<file path="src/rtl/flag_status_register.sv">
// Architectural NZCV status register with masked commit, a single saved copy
// for exception entry/return, and a registered condition-code evaluator.
module flag_status_register #(
    parameter logic [3:0] RESET_FLAGS = 4'b0000
) (
    input  logic       clk,
    input  logic       reset,
    input  logic       flag_we,
    input  logic [3:0] flag_mask,
    input  logic       n_in,
    input  logic       z_in,
    input  logic       c_in,
    input  logic       v_in,
    input  logic       exc_entry,
    input  logic       exc_return,
    input  logic       cond_valid,
    input  logic [3:0] cond,
    output logic [3:0] flags_q,
    output logic [3:0] saved_flags,
    output logic       cond_valid_q,
    output logic       cond_pass_q
);

    typedef enum logic [3:0] {
        CC_EQ = 4'h0,
        CC_NE = 4'h1,
        CC_CS = 4'h2,
        CC_CC = 4'h3,
        CC_MI = 4'h4,
        CC_PL = 4'h5,
        CC_VS = 4'h6,
        CC_VC = 4'h7,
        CC_HI = 4'h8,
        CC_LS = 4'h9,
        CC_GE = 4'hA,
        CC_LT = 4'hB,
        CC_GT = 4'hC,
        CC_LE = 4'hD,
        CC_AL = 4'hE,
        CC_NV = 4'hF
    } cond_code_e;

    logic [3:0] new_flags;
    logic [3:0] eff_flags;
    logic [3:0] flags_d;
    logic [3:0] saved_flags_d;
    logic       cond_valid_d;
    logic       cond_pass_d;
    logic       eval_result;

    // Flag inputs only reach state through the flag_we-qualified mask path.
    always_comb begin
        new_flags = flags_q;
        if (flag_we) begin
            new_flags = ({n_in, z_in, c_in, v_in} & flag_mask) | (flags_q & ~flag_mask);
        end
    end

    always_comb begin
        eff_flags = flags_q;
        if (exc_return) begin
            eff_flags = saved_flags;
        end else if (flag_we) begin
            eff_flags = new_flags;
        end
    end

    always_comb begin
        logic n, z, c, v;
        {n, z, c, v} = eff_flags;
        eval_result  = 1'b0;
        unique case (cond_code_e'(cond))
            CC_EQ: eval_result = z;
            CC_NE: eval_result = ~z;
            CC_CS: eval_result = c;
            CC_CC: eval_result = ~c;
            CC_MI: eval_result = n;
            CC_PL: eval_result = ~n;
            CC_VS: eval_result = v;
            CC_VC: eval_result = ~v;
            CC_HI: eval_result = c & ~z;
            CC_LS: eval_result = ~c | z;
            CC_GE: eval_result = (n == v);
            CC_LT: eval_result = (n != v);
            CC_GT: eval_result = ~z & (n == v);
            CC_LE: eval_result = z | (n != v);
            CC_AL: eval_result = 1'b1;
            CC_NV: eval_result = 1'b0;
            default: eval_result = 1'b0;
        endcase
    end

    always_comb begin
        flags_d       = eff_flags;
        saved_flags_d = saved_flags;
        cond_valid_d  = cond_valid;
        cond_pass_d   = cond_valid & eval_result;
        // exc_return takes precedence over a simultaneous exc_entry.
        if (exc_entry && !exc_return) begin
            saved_flags_d = eff_flags;
        end
    end

    always_ff @(posedge clk) begin
        if (reset) begin
            flags_q      <= RESET_FLAGS;
            saved_flags  <= RESET_FLAGS;
            cond_valid_q <= 1'b0;
            cond_pass_q  <= 1'b0;
        end else begin
            flags_q      <= flags_d;
            saved_flags  <= saved_flags_d;
            cond_valid_q <= cond_valid_d;
            cond_pass_q  <= cond_pass_d;
        end
    end

endmodule

</file>
<file path="config.mk">
export PLATFORM = sky130hd
export DESIGN_NAME = flag_status_register
export DESIGN_NICKNAME = d
export VERILOG_FILES = /design/src/rtl/flag_status_register.sv
export SDC_FILE = /design/constraint.sdc
export NUM_CORES = 1
export LEC_CHECK = 0
export ABC_AREA = 1
export CORE_MARGIN = 3
export CORE_UTILIZATION = 43
export CTS_BUF_LIST = sky130_fd_sc_hd__clkbuf_8
export DETAILED_ROUTE_END_ITERATION = 7
export MAX_ROUTING_LAYER = met4
export PLACE_DENSITY = 0.81
export SKIP_LAST_GASP = 1
export SLEW_MARGIN = 5
export SYNTH_ARGS = -nofsm -noshare
export SYNTH_HDL_FRONTEND = slang
export SYNTH_SLANG_ARGS = --single-unit
</file>
<file path="constraint.sdc">
create_clock -name clk -period 1.7 [get_ports clk]
set_input_delay 0.51 -clock clk [delete_from_list [all_inputs] [get_ports clk]]
set_output_delay 0.51 -clock clk [all_outputs]
set_load 0.005 [all_outputs]
</file>
Word-level counts from Yosys, hierarchy flattened:

Index checks and enable logic that the tools add are counted.

* register bits: 10
* input bits: 18
* output and inout port bits: 10
* word-level logic and storage cells: 40

* eq/ne operators: 17
* mux-type cells: 3
* bitwise logic cells: 13
* reduce and logical (&&, ||, !) cells: 3

Operator list (number)
* 4-bit == test, second input constant: 8
* 4-bit by 3-bit == test with 1-bit output, second input constant: 4
* 1-bit one-hot mux with 16 select lines: 1
* 4-bit AND: 2
* 4-bit by 2-bit == test with 1-bit output, second input constant: 2
* 4-bit two-way mux: 2
* 4-bit by 1-bit == test with 1-bit output, second input constant: 1
* 4-bit logical NOT: 1
* 1-bit inverter: 4
* 4-bit inverter: 1
* 4-bit bitwise OR: 1
* 1-bit AND: 3
* 1-bit bitwise OR: 2
* 1-bit == test: 1
* 1-bit logical AND: 1
* 1-bit logical NOT: 1
* 1-bit inequality test: 1

Longest topological paths before layout:

Gate-level depths: netlist (run 1).

* word-level depth: 9
* mapped depth: 12
* mapped depth without buffers: 12

Worst setup path before layout (run 1):

No wires, ideal clock.

* kind: input to register
* start point: input exc_return
* end point: register cond_pass_q
* setup time: 116 ps
* arrival: 1252 ps
* data required time: 1584 ps
* slack: 332 ps
* stages: 10
* buffers on the path: 0
* path through: inv_2 or2_0 nand2_2 nand2_2 nand3_2 nand3_1 nand2_1 nand3_1 nand2_1 a21oi_2

* longest elaborated chain between the ends: 5
* elaborated cells between the ends (all ways): 13
* those cells by class: eq/ne: 2; mux: 2; bitwise: 9

RTL lines
* start: declaration: line 15 `input logic exc_return,`
* 4-bit two-way mux *: line 61 `if (exc_return) begin`
* 1-bit inequality test (tied with other cells): line 84, 86
* 1-bit bitwise OR (tied with other cells): line 86 `CC_LE: eval_result = z | (n != v);`
* 1-bit one-hot mux with 16 select lines *: line 72 `unique case (cond_code_e'(cond))`
* 1-bit AND *: line 97 `cond_pass_d = cond_valid & eval_result;`
* end signal: assignment: line 114 `cond_pass_q <= cond_pass_d;`
* end: declaration: line 21 `output logic cond_pass_q`

Mark *: on every way between the ends. The rest lies on a longest branch, timed or not.
A chain may end at the register's enable or synchronous reset.

Worst setup path in the final report (run 1):

* start point: register saved_flags[2]
* end point: output saved_flags[2]

RTL lines
* start: declaration: line 19 `output logic [3:0] saved_flags,`
* start signal: assignment: line 112 `saved_flags <= saved_flags_d;`

No word-level cell between the ends.

==> results of run 1 <==
==> final cells by class <==
type,instances,area (sq um)
multi-input cells,85,502
repair buffers,45,413
flip-flops and latches,10,200
fillers,66,131
inverters,16,60.1
clock buffers,3,41.3
well taps,15,18.8
==> what timing repair did <==
action | in CTS | in global routing
resized for setup | 6 | 33
setup endpoints to repair | 1 | 1
hold endpoints to repair | 0 | 0
buffers inserted | 0 | 3
pin swaps | 3 | 15
hold buffers | 0 | 0
==> state kept, by name, summed over array words and instances, names as in the netlist <==
name          flops
flags_q           4
saved_flags       4
cond_pass_q       1
cond_valid_q      1
==> path summary, 6_finish.rpt <==
check                                      to  cells past startpoint                        start  slack (ns)
setup / recovery               saved_flags[2]                      1  saved_flags[2]$_SDFFE_PP0P_        0.05
hold / removal    saved_flags[3]$_SDFFE_PP0P_                      2  saved_flags[3]$_SDFFE_PP0P_        0.57
setup reg to reg       cond_pass_q$_SDFF_PP0_                     12        flags_q[0]$_SDFF_PP0_        0.33
hold reg to reg   saved_flags[3]$_SDFFE_PP0P_                      2  saved_flags[3]$_SDFFE_PP0P_        0.57
==> metal layers <==
| layer | GRT usage [%] | vias up | part of all wire (%) | routed length [um] |
|---|---|---|---|---|
| li1 | - | 450 | - | - |
| met1 | 27.8 | 459 | 37 | 994 |
| met2 | 36.2 | 54 | 52 | 1410 |
| met3 | 8.76 | 14 | 7.8 | 210 |
| met4 | 7.02 | 0 | 3.1 | 83 |
| met5 | - | - | 0 | 0 |
==> worst min-delay path, delay by kind of cell (launching register included) <==
kind	cells	cell delay [ns]
flops	1	0.33
compound gates	2	0.20
==> where the power goes <==
| group | internal, mW | switching, mW |
|---|---|---|
| logic | 0.143 | 0.144 |
| clock network | 0.155 | 0.0946 |
| registers | 0.251 | 0.0109 |
==> synthesized netlist by cell type <==
library cell / number
sky130_fd_sc_hd__o21ai_2: 2
sky130_fd_sc_hd__nand2_2: 5
sky130_fd_sc_hd__a21boi_0: 1
sky130_fd_sc_hd__inv_2: 4
sky130_fd_sc_hd__or2_0: 1
sky130_fd_sc_hd__nand3_1: 12
sky130_fd_sc_hd__or2_1: 1
sky130_fd_sc_hd__nor2_1: 13
sky130_fd_sc_hd__a21oi_2: 1
sky130_fd_sc_hd__inv_1: 11
sky130_fd_sc_hd__dfxtp_1: 10
sky130_fd_sc_hd__o21ai_0: 7
sky130_fd_sc_hd__nand3_2: 1
sky130_fd_sc_hd__a21oi_1: 6
sky130_fd_sc_hd__clkinv_1: 1
sky130_fd_sc_hd__nand3b_1: 1
sky130_fd_sc_hd__nand2_1: 34
==> metrics by stage <==
step                      hold WS (ns)  total power, mW
after floorplan                  0.500            0.363
after global placement           0.548            0.490
after detailed placement         0.557            0.496
after CTS                        0.564            0.744
after global routing             0.597            0.833
final                            0.571            0.798
==> cell families after synthesis <==
kind of cell | count (synthesis) | share of synthesized area [%]
buffers and inverters | 16 | 9.14
AO/OA/AOI/OAI | 17 | 15.0
flip-flops | 10 | 30.5
AND/OR/NAND/NOR | 68 | 45.3
==> impl_metrics.yaml, run 1 <==
floorplanning:
  die_y_um: 45.1
  floorplan.initialDensity_pct: 48.1
  core-area_sq_mm: 0.00137
  top_level_ports: 28
  die_area_sq_mm: 0.00203
  floorplan.rows: 13
  die_width_um: 45.1
global_routing:
  grt_pass1_wl_um: 3280
  track_usage_pct: 23.3
  globalRouteOverflowTotal: 0
  grt_antenna_before_repair: 0
  grt_start_max_net_pins: 9
  grt_pass1_vias: 773
power:
  power_leakage_nw: 0.636
  ir_drop_mv: 0.735
  p_per_area_mw_per_mm2: 646
routing:
  routed_via_density: 5.61
  drtPass1Iterations: 4
  drc: 0
  route.detailed.wl_per_inst_um: 15.5
  drt_initial_violations: 44
  routed_wirelength_um: 2700
  routed-via-count: 977
  final_antenna_net_count: 0
cells_and_area:
  post_layout_nonfiller_instances: 174
  num-nets-final: 179
  area.growth.synth_to_final_pct: 88.0
  insertedDiodeCount: 0
  share_of_cells_above_drive_strength_1_pct: 34.0
  layout.cells.most_common: "sky130_fd_sc_hd__nand2_1"
  fin_util_pct: 90.4
  final_cell_mix: "sky130_fd_sc_hd__nand2_1 (25), sky130_fd_sc_hd__clkdlybuf4s50_1 (18), sky130_fd_sc_hd__buf_4 (18)"
  postLayoutCellArea_sq_mm: 0.00123
logic_synthesis:
  synth_seq_area_share_pct: 30.5
  postSynthAreaPerCell_sq_um: 5.92
  postSynthNetCount: 129
  synth.lib_cells_used.distinct: 17
  post_synth_top_area_cell: "sky130_fd_sc_hd__dfxtp_1"
  yosys_warnings: 0
  number_of_synthesized_register_bits: 10
  synth.area.top_cells: "sky130_fd_sc_hd__dfxtp_1 (30%), sky130_fd_sc_hd__nand2_1 (19%), sky130_fd_sc_hd__nand3_1 (9.1%), sky130_fd_sc_hd__nor2_1 (7.4%), sky130_fd_sc_hd__inv_1 (6.3%)"
  netlist_instances: 111
  synthDominantCellAreaShare_pct: 30.5
  post_synth_instance_area_sq_um: 657
critical_path:
  critical_path.n_buffers_inverters: 1
  timing.critical_path.cells: "clkdlybuf4s50_1"
  timing.critical_path.fanout_max: 3
  worstSetupEndpointType: "primary output"
  cpLargestDelayFamily: "buffers and inverters"
  critPathLaunchType: "flip-flop"
  timing.critical_path.required_ns: 1.19
  cp_slowest_stage_delay_ns: 0.52
  critical_path_arrival_ns: 1.14
  timing.setup.critical_path_class: "flip-flop to primary output"
  crit_path_top_delay_cell: "sky130_fd_sc_hd__clkdlybuf4s50_1"
sta:
  timing.final.max_slew_violations: 0
  hold_viol: 0
  number_of_endpoints_failing_setup_at_the_final_stage: 0
  finalWorstPathRequiredPeriod_ns: 1.65
  worst_clock_skew_ns: 0.00309
  timing.fmax_mhz: 606
  setup-tns-final_ns: 0
  timing.slew.headroom_pct: 84.3
  fin_crit_sh_pct: 97.0
  slew_at_the_pin_with_the_worst_max_slew_slack_ns: 0.235
  fin_ws_ns: 0.0506
clocking:
  ctsHtreeMaxLevel: 1
  cts_buffers: 3
  clock_sink_count: 10
  clkTransAtPathRegs_ns: 0.04
  clock_tree_from_tritoncts: "done"
  clockRootBuffer: "sky130_fd_sc_hd__clkbuf_8"
  clock_tree.buffer_depth: 2
  worst_skew_pair.late_latency_ns: 0.24
placement:
  numPlacedInstances: 168
  dp_hpwl_um: 1620
  dpl_worst_slack_ns: -0.448
  portBuffers: 27
  placedInstanceArea_sq_mm: 0.00106
  gpl.final_weighted_congestion: 0.905
run:
  timing.max_cap.violations: 0
worst_hold_path:
  worstHoldPathType: "flip-flop to flip-flop"
status:
  status: "complete, no violations"
(Power assumes the default switching activity.)
==> run 2: changes to the inputs <==
Settings changed: CORE_UTILIZATION 43 to 35, PLACE_DENSITY 0.81 to 0.68.
==> run 2 against run 1 <==
First-iteration DRC count down 70%. Utilization decreased by 19 points. Via count down 6.7%. Non-clock buffer count rose by 5. Die area rose by 20%. Critical path type is now input pin to flip-flop. Largest cell class unchanged.
==> impl_metrics.yaml, run 2 (synthesized netlist as in run 1, its figures left out) <==
cells_and_area:
  num-nets-final: 184
  share_of_cells_above_drive_strength_1_pct: 34.1
  reg_top3: "flags_q x4, saved_flags x4"
  post_layout_nonfiller_instances: 189
  area.growth.synth_to_final_pct: 90.9
  fin_util_pct: 71.8
  insertedDiodeCount: 0
  layout.cells.most_common: "sky130_fd_sc_hd__nand2_1"
  final_cell_mix: "sky130_fd_sc_hd__nand2_1 (27), sky130_fd_sc_hd__buf_4 (23), sky130_fd_sc_hd__clkdlybuf4s50_1 (19)"
routing:
  routed_via_density: 4.83
  routed-via-count: 912
  route.detailed.wl_per_inst_um: 11.6
  routed_wirelength_um: 2200
  drtPass1Iterations: 4
  drt_initial_violations: 13
  final_antenna_net_count: 0
  drc: 0
run:
  timing.max_cap.violations: 0
power:
  p_per_area_mw_per_mm2: 626
  ir_drop_mv: 0.595
  intPower_mw: 0.556
  power.clock.fraction_pct: 31.4
  seq_power_share_pct: 33.4
  power_switching_share_pct: 29.1
  power.combinational.fraction_pct: 35.3
  power_leakage_nw: 0.644
  post_route_total_power_mw: 0.784
  p_switching_mw: 0.228
sta:
  timing.fmax_mhz: 615
  hold_viol: 0
  timing.slew.headroom_pct: 85.0
  finalWorstPathRequiredPeriod_ns: 1.63
  rsz0062_at_grt: "yes"
  number_of_endpoints_failing_setup_at_the_final_stage: 0
  setup-tns-final_ns: 0
  hold_ws_ns: 0.569
  slew_at_the_pin_with_the_worst_max_slew_slack_ns: 0.225
  worst_clock_skew_ns: 0.00111
  fin_crit_sh_pct: 95.7
  timing.final.max_slew_violations: 0
global_routing:
  grt_antenna_before_repair: 0
  grt_pass1_vias: 859
  grt_start_max_net_pins: 9
  track_usage_pct: 17.4
  globalRouteOverflowTotal: 0
  grt_pass1_wl_um: 3330
critical_path:
  cp_slowest_stage_delay_ns: 0.46
  timing.critical_path.fanout_max: 3
  timing.critical_path.cells: "clkdlybuf4s50_1 > nand2_2 > inv_1 > nor2_1 > nor2_1 > a21boi_0 > o21ai_1 > nor2_2 > a21oi_2"
  timing.critical_path.required_ns: 1.82
  critical_path_arrival_ns: 1.75
  worstSetupEndpointType: "flip-flop"
  crit_path_top_delay_cell: "sky130_fd_sc_hd__clkdlybuf4s50_1"
  timing.setup.critical_path_class: "input pin to flip-flop"
  critPathLaunchType: "input pin"
  critical_path.n_buffers_inverters: 2
  crit_top_cell: "sky130_fd_sc_hd__nor2_1"
  cpLargestDelayFamily: "buffers and inverters"
placement:
  gpl.final_weighted_congestion: 0.864
  numPlacedInstances: 181
  portBuffers: 27
  dp_hpwl_um: 1550
clocking:
  cts_buffers: 3
  ctsHtreeMaxLevel: 1
  clkTransAtPathRegs_ns: 0.05
  clock_tree.buffer_depth: 2
  clockRootBuffer: "sky130_fd_sc_hd__clkbuf_8"
  clock_tree_from_tritoncts: "done"
  clock_sink_count: 10
  cts_hold_repair.buffers: 0
  worst_skew_pair.late_latency_ns: 0.23
worst_hold_path:
  worstHoldPathType: "flip-flop to flip-flop"
floorplanning:
  core-area_sq_mm: 0.00175
  top_level_ports: 28
  die_y_um: 49.3
  floorplan.rows: 15
  die_width_um: 49.3
  die_area_sq_mm: 0.00243
  floorplan.initialDensity_pct: 37.6
status:
  status: "complete, no violations"
[run 2: repair_timing]
action / in CTS / in global routing
pin swaps: 2 / 15
hold endpoints to repair: 0 / 0
gates resized for setup: 6 / 25
endpoints found under the setup margin: 1 / 2
buffers inserted: 0 / 5
[run 2: power by group through the flow]
stage | clock network, mW | registers [mW] | logic, mW
3_3_place_gp | 0 | 0.265 | 0.235
5_1_grt | 0.262 | 0.264 | 0.300
3_5_place_dp | 0 | 0.265 | 0.238
6_report | 0.246 | 0.262 | 0.276
2_1_floorplan | 0 | 0.266 | 0.0964
4_1_cts | 0.248 | 0.261 | 0.243
[run 2: area by class of cell]
cell class,instances,area (sq um)
multi-input cells,85,472
inverters,16,60.1
clock buffers,3,41.3
flip-flops and latches,10,201
well taps,25,31.3
fillers,139,492
repair buffers,50,448
[run 2: through the flow]
step	instance area (sq um)	setup WS, ns
global placement	1090	-0.417
floorplan	657	0.332
global route	1250	-0.0104
finish	1250	0.0728
detailed placement	1090	-0.422
CTS	1150	0.00410
[run 2: final timing paths]
check | start | slack (ns) | depth (start not counted) | endpoint
min | saved_flags[3]$_SDFFE_PP0P_ | 0.57 | 2 | saved_flags[3]$_SDFFE_PP0P_
max | cond[2] | 0.07 | 9 | cond_pass_q$_SDFF_PP0_
min reg2reg | saved_flags[3]$_SDFFE_PP0P_ | 0.57 | 2 | saved_flags[3]$_SDFFE_PP0P_
max reg2reg | flags_q[3]$_SDFF_PP0_ | 0.41 | 11 | cond_pass_q$_SDFF_PP0_
[run 2: worst register-to-register path, stage by stage (launching register included)]
cell	delay [ns]
sky130_fd_sc_hd__dfxtp_1	0.35
sky130_fd_sc_hd__inv_2	0.04
sky130_fd_sc_hd__nand2_1	0.09
sky130_fd_sc_hd__nand3_1	0.08
sky130_fd_sc_hd__nand2_1	0.11
sky130_fd_sc_hd__nand2_2	0.09
sky130_fd_sc_hd__nand3_2	0.09
sky130_fd_sc_hd__nand3_2	0.06
sky130_fd_sc_hd__nand2_1	0.08
sky130_fd_sc_hd__nand3_1	0.07
sky130_fd_sc_hd__nand2_1	0.08
sky130_fd_sc_hd__a21oi_2	0.05
[run 2: layer usage]
| metal | up-vias | routed length, um | global-route usage, % |
|---|---|---|---|
| li1 | 457 | - | - |
| met1 | 412 | 934 | 19.8 |
| met2 | 39 | 1080 | 29.7 |
| met3 | 4 | 145 | 1.83 |
| met4 | 0 | 37 | 9.48 |
| met5 | - | 0 | - |
